<file path="config.mk">
export PLATFORM = sky130hd
export DESIGN_NAME = full_adder_nbits
export DESIGN_NICKNAME = d
export VERILOG_FILES = /design/src/rtl/full_adder_nbits_pkg.sv /design/src/rtl/full_adder_1bit.sv /design/src/rtl/full_adder_nbits.sv
export SDC_FILE = /design/constraint.sdc
export NUM_CORES = 1
export LEC_CHECK = 0
export ABC_CLOCK_PERIOD_IN_PS = 900
export CAP_MARGIN = 15
export CORE_AREA = 8 8 45 47
export CTS_CLUSTER_SIZE = 24
export DETAILED_ROUTE_END_ITERATION = 16
export DIE_AREA = 0 0 53 55
export PLACE_DENSITY = 0.66
export SLEW_MARGIN = 40
export SYNTH_ARGS = -nofsm -noshare
export SYNTH_HDL_FRONTEND = slang
export SYNTH_SLANG_ARGS = --single-unit
export TNS_END_PERCENT = 1
</file>
<file path="constraint.sdc">
create_clock -name clk_i -period 0.9 [get_ports clk_i]
set_input_delay 0.135 -clock clk_i [delete_from_list [all_inputs] [get_ports clk_i]]
set_output_delay 0.135 -clock clk_i [all_outputs]
set_load 0.1 [all_outputs]
</file>
<file path="src/rtl/full_adder_nbits_pkg.sv">
// -----------------------------------------------------------------------------
// full_adder_nbits_pkg
// Purpose : Shared constants and bit-level helper functions for the
//           calculator adder core. It holds the legal operand-width range
//           and the two Boolean equations of a full-adder cell, so the cell
//           and any future adder variant use one definition.
// Contents: FA_WIDTH_MIN / FA_WIDTH_MAX / FA_WIDTH_DEFAULT
//           fa_sum()   - sum bit of a full adder
//           fa_carry() - carry-out bit of a full adder (majority)
// -----------------------------------------------------------------------------
package full_adder_nbits_pkg;

    localparam int FA_WIDTH_MIN     = 1;
    localparam int FA_WIDTH_MAX     = 64;
    localparam int FA_WIDTH_DEFAULT = 8;

    // Sum bit: odd parity of the three inputs.
    function automatic logic fa_sum(input logic a, input logic b, input logic c);
        return a ^ b ^ c;
    endfunction

    // Carry bit: majority of the three inputs.
    function automatic logic fa_carry(input logic a, input logic b, input logic c);
        return (a & b) | (a & c) | (b & c);
    endfunction

endpackage

</file>
<file path="src/rtl/full_adder_1bit.sv">
// -----------------------------------------------------------------------------
// full_adder_1bit
// Purpose : Purely combinational 1-bit full-adder cell, the building block of
//           the ripple-carry chain in full_adder_nbits.
// Ports   : a_i, b_i  - operand bits
//           cin_i     - carry in from the previous cell
//           s_o       - sum bit
//           cout_o    - carry out to the next cell
// -----------------------------------------------------------------------------
module full_adder_1bit
    import full_adder_nbits_pkg::*;
(
    input  logic a_i,
    input  logic b_i,
    input  logic cin_i,
    output logic s_o,
    output logic cout_o
);

    logic w_s;
    logic w_cout;

    assign w_s    = fa_sum(a_i, b_i, cin_i);
    assign w_cout = fa_carry(a_i, b_i, cin_i);

    assign s_o    = w_s;
    assign cout_o = w_cout;

endmodule

</file>
<file path="src/rtl/full_adder_nbits.sv">
// -----------------------------------------------------------------------------
// full_adder_nbits
// Purpose : Unsigned width-bit ripple-carry adder with registered sum and
//           carry-out; arithmetic core of the calculator datapath.
//           {cout_o, s_o} is the exact (width+1)-bit sum of a_i and b_i,
//           one clock after the operands are sampled. Overflow wraps.
// Params  : width   - operand/sum width, legal range 1..64
// Ports   : clk_i   - system clock, rising edge
//           rst_n_i - asynchronous active-low reset, clears outputs
//           a_i     - operand A (unsigned)
//           b_i     - operand B (unsigned)
//           s_o     - registered sum, (a_i + b_i) mod 2^width
//           cout_o  - registered carry-out, bit width of a_i + b_i
// -----------------------------------------------------------------------------
module full_adder_nbits
    import full_adder_nbits_pkg::*;
#(
    parameter int width = FA_WIDTH_DEFAULT
) (
    input  logic             clk_i,
    input  logic             rst_n_i,
    input  logic [width-1:0] a_i,
    input  logic [width-1:0] b_i,
    output logic [width-1:0] s_o,
    output logic             cout_o
);

    // Carry vector: w_c[k] is the carry into cell k, w_c[width] the carry-out.
    logic [width:0]   w_c;
    logic [width-1:0] w_s;

    logic [width-1:0] r_s;
    logic             r_cout;

    // No carry-in port: the chain always starts from zero.
    assign w_c[0] = 1'b0;

    // The whole chain is a single combinational ripple with no pipeline cuts.
    for (genvar k = 0; k < width; k++) begin : g_cell
        full_adder_1bit u_cell (
            .a_i    (a_i[k]),
            .b_i    (b_i[k]),
            .cin_i  (w_c[k]),
            .s_o    (w_s[k]),
            .cout_o (w_c[k+1])
        );
    end

    // Output register: reloads every cycle, cleared asynchronously by reset.
    always_ff @(posedge clk_i or negedge rst_n_i) begin
        if (!rst_n_i) begin
            r_s    <= {width{1'b0}};
            r_cout <= 1'b0;
        end else begin
            r_s    <= w_s;
            r_cout <= w_c[width];
        end
    end

    assign s_o    = r_s;
    assign cout_o = r_cout;

endmodule

</file>
==> Implementation_results.wiki <==
{| class="wikitable"
! Metric !! Value
|-
| Main synth FF type || sky130_fd_sc_hd__dfrtp_1
|-
| Post-layout min period || 2.80 ns
|-
| Global-route wire length before repair || 1.61 mm
|-
| Most numerous cell in the Yosys netlist || sky130_fd_sc_hd__dfrtp_1
|-
| Maximum fanout count along the critical path || 1
|-
| Synth Instances || 22
|-
| Multiplexer fraction of the synthesized cell area || 0%
|-
| Per-instance average area after synthesis || 18.0 um2
|-
| IO buf count || 26
|-
| Number of DRC markers in iteration 0 || 2
|-
| Cell area after layout || 830 um2
|-
| Placed cell areas || 787 um2
|-
| Synthesized-area fraction occupied by xor and xnor cells || 0%
|-
| Relative slew slack || 92.7%
|-
| Placed cell count || 65
|-
| Clk buf depth || 2
|-
| Hold-critical path endpoint || s_o[0]$_DFF_PN0_
|-
| Root Driver || sky130_fd_sc_hd__clkbuf_4
|-
| Core Util, Final || 59.9%
|-
| Max-cap violation count || 0
|-
| Transition at the pin with the smallest max-transition slack || 0.109 ns
|-
| Design Power || 1.82 mW
|-
| Unrepaired setup endpoints after global routing || true
|-
| Violated checks || setup timing
|-
| Starting utilization of the core area || 28.7%
|-
| Sequential cell area fraction in the yosys report || 56.8%
|-
| Total via count after detailed routing || 278
|-
| Share of the cycle needed by the critical path after routing || 311%
|-
| Height of the die || 55 um
|-
| Kind of critical path || in -> reg
|-
| Synth warnings || 0
|-
| Clock net sink count || 9
|-
| H-tree levels || 1
|-
| Number of global-route vias before repair || 345
|-
| DP Worst Slack || -2.54 ns
|-
| Gr usage total || 7.76%
|-
| Area share of the leading cell type in the synthesized netlist || 56.8%
|-
| Congestion Overflow GR || 0
|-
| Placeable core area || 1380 um2
|-
| Inserted Clock Buffers || 3
|-
| Commonest cells in the netlist || 9 x sky130_fd_sc_hd__dfrtp_1, 7 x sky130_fd_sc_hd__fa_1, 5 x sky130_fd_sc_hd__inv_1
|-
| Top cells by area, synth || sky130_fd_sc_hd__dfrtp_1 57%, sky130_fd_sc_hd__fa_1 35%, sky130_fd_sc_hd__inv_1 4.7%
|-
| Antenna Violating Nets Remaining || 0
|-
| Hold path cells || 2
|-
| Layer carrying the most global-route usage || met2
|-
| Non-Filler Instances || 69
|-
| Result of the run || finished, violations left
|-
| Final number of setup-violating endpoints || 16
|-
| Routed wirelength normalized by instance count || 14.0 um
|-
| Routability cong. || 0.718
|-
| Met2 Track Usage GR || 12.1%
|-
| I/O Pins || 27
|-
| Fraction of layout instances using a drive strength above 1 || 43.4%
|-
| Sum of negative setup slack || -8.47 ns
|-
| Final #Nets || 80
|-
| Detailed-router iteration count before antenna repair || 2
|-
| Die area || 2920 um2
|-
| Hold Crit Start || b_i[0]
|-
| Min-delay worst type || in -> reg
|-
| Final routed wirelength across all metal layers || 965 um
|-
| Syn_nets || 48
|-
| Largest net degree at the start of global routing || 10
|-
| PnR worst setup slack || -1.90 ns
|-
| Hold-fix buffers at CTS || 0
|-
| Layout area overhead || 109%
|-
| Number of distinct library cells after synthesis || 4
|-
| Worst Path Arrival || 2.99 ns
|-
| Achievable frequency || 357 MHz
|-
| Synth Area in Compound Gates || 0%
|-
| Adder-cell share of the synthesized area || 38.5%
|-
| Static power due to leakage || 0.362 nW
|-
| Vias per cell || 4.03
|-
| Yosys reg bits || 9
|-
| Library cell with the largest summed area after synthesis || sky130_fd_sc_hd__dfrtp_1
|-
| DRC violations left || 0
|-
| Proportion of synthesized flip-flops having asynchronous set or reset || 100%
|-
| Ant diodes || 0
|-
| Hold Vio Cnt, Final || 0
|-
| Area of the mapped netlist || 397 um2
|-
| Max-slew violation count || 0
|-
| Simple-Gate Fraction of Synth Area || 0%
|-
| Clock tree from TritonCTS || yes
|-
| Capturing element type of the critical path || flop
|-
| Main combinational cell family by area after synthesis || adder cells
|-
| Number of enable flip-flop cells after synthesis || 0
|-
| Floorplan die width || 53 um
|-
| Met1 Track Usage GR || 8.70%
|-
| Met3 usage || 4.55%
|-
| Worst hold slack || 0.113 ns
|-
| Worst ir drop on vdd || 1160 uV
|-
| Clock transition at the registers of the reported paths || 0.05 ns
|-
| DPL Wire Length || 898 um
|-
| Worst Path Required || 1.09 ns
|-
| Number of antenna violations at the first check in global routing || 0
|-
| Count of standard-cell rows || 14
|-
| Worst setup SP type || input pin
|-
| Power density over cell area || 2200 nW/um2
|}
-- flip-flops by register name (all words and copies together) (netlist names) --
register / cells
cout_o: 1
s_o: 8
-- layer usage --
metal  vias up  share of wire [%]
met1       126                 41
met5         -                  0
met3         0                 19
met2        27                 40
met4         0                  0
li1        125                  -
-- layout by cell type (no fill, tap or decap) --
cell type                         Yosys  routed
sky130_fd_sc_hd__buf_6                0       2
sky130_fd_sc_hd__dfrtp_1              9       9
sky130_fd_sc_hd__ha_4                 0       1
sky130_fd_sc_hd__inv_2                0       1
sky130_fd_sc_hd__clkdlybuf4s15_1      0       1
sky130_fd_sc_hd__inv_1                5       4
sky130_fd_sc_hd__clkbuf_4             0       3
sky130_fd_sc_hd__dlygate4sd2_1        0       1
sky130_fd_sc_hd__fa_2                 0       6
sky130_fd_sc_hd__buf_4                0       1
sky130_fd_sc_hd__clkdlybuf4s50_1      0      13
sky130_fd_sc_hd__fa_1                 7       1
sky130_fd_sc_hd__buf_12               0       9
sky130_fd_sc_hd__clkbuf_1             0       1
-- final cells by class --
class,instances,area [um2]
fillers,105,554
repair buffers,27,359
flip-flops and latches,9,225
multi-input cells,8,180
clock buffers,4,26.3
well taps,16,20.0
inverters,5,18.8
-- worst max-delay path, cell delays in order --
cell and delay [ns]:
sky130_fd_sc_hd__buf_6 0.10, sky130_fd_sc_hd__ha_4 0.15, sky130_fd_sc_hd__fa_2 0.38, sky130_fd_sc_hd__fa_2 0.34
sky130_fd_sc_hd__fa_2 0.34, sky130_fd_sc_hd__fa_2 0.34, sky130_fd_sc_hd__fa_2 0.35, sky130_fd_sc_hd__fa_2 0.34
sky130_fd_sc_hd__inv_2 0.06, sky130_fd_sc_hd__fa_1 0.39, sky130_fd_sc_hd__inv_1 0.06
-- cell families (layout without fill, tap and decap cells) --
kind of cell	count (synthesis)	count (layout)
adders and majority gates	8	8
buffers and inverters	5	36
DFF	9	9
-- power by group --
| group | internal, mW | switching, mW | leakage [nW] |
|---|---|---|---|
| Combinational | 0.380 | 0.621 | 0.243 |
| Clock | 0.169 | 0.120 | 0.0150 |
| Sequential | 0.475 | 0.0567 | 0.105 |
| Total | 1.02 | 0.798 | 0.362 |
-- worst max-delay path by stage --
| stage | to | from | slack, ns | depth (start not counted) |
|---|---|---|---|---|
| floorplan | s_o[7]$_DFF_PN0_ | a_i[0] | -2.04 | 10 |
| global placement | s_o[7]$_DFF_PN0_ | a_i[0] | -2.52 | 11 |
| detailed placement | s_o[7]$_DFF_PN0_ | a_i[0] | -2.54 | 11 |
| CTS | s_o[7]$_DFF_PN0_ | b_i[0] | -2.03 | 11 |
| global route | s_o[7]$_DFF_PN0_ | a_i[0] | -1.97 | 11 |
| finish | s_o[7]$_DFF_PN0_ | a_i[0] | -1.90 | 11 |
-- repair_timing --
| action | in CTS | in global routing |
|---|---|---|
| buffers inserted | 0 | 0 |
| endpoints found under the setup margin | 17 | 16 |
| pin swaps | 8 | 8 |
| resized for setup | 15 | 0 |
Power figures use the tool's default switching activity.
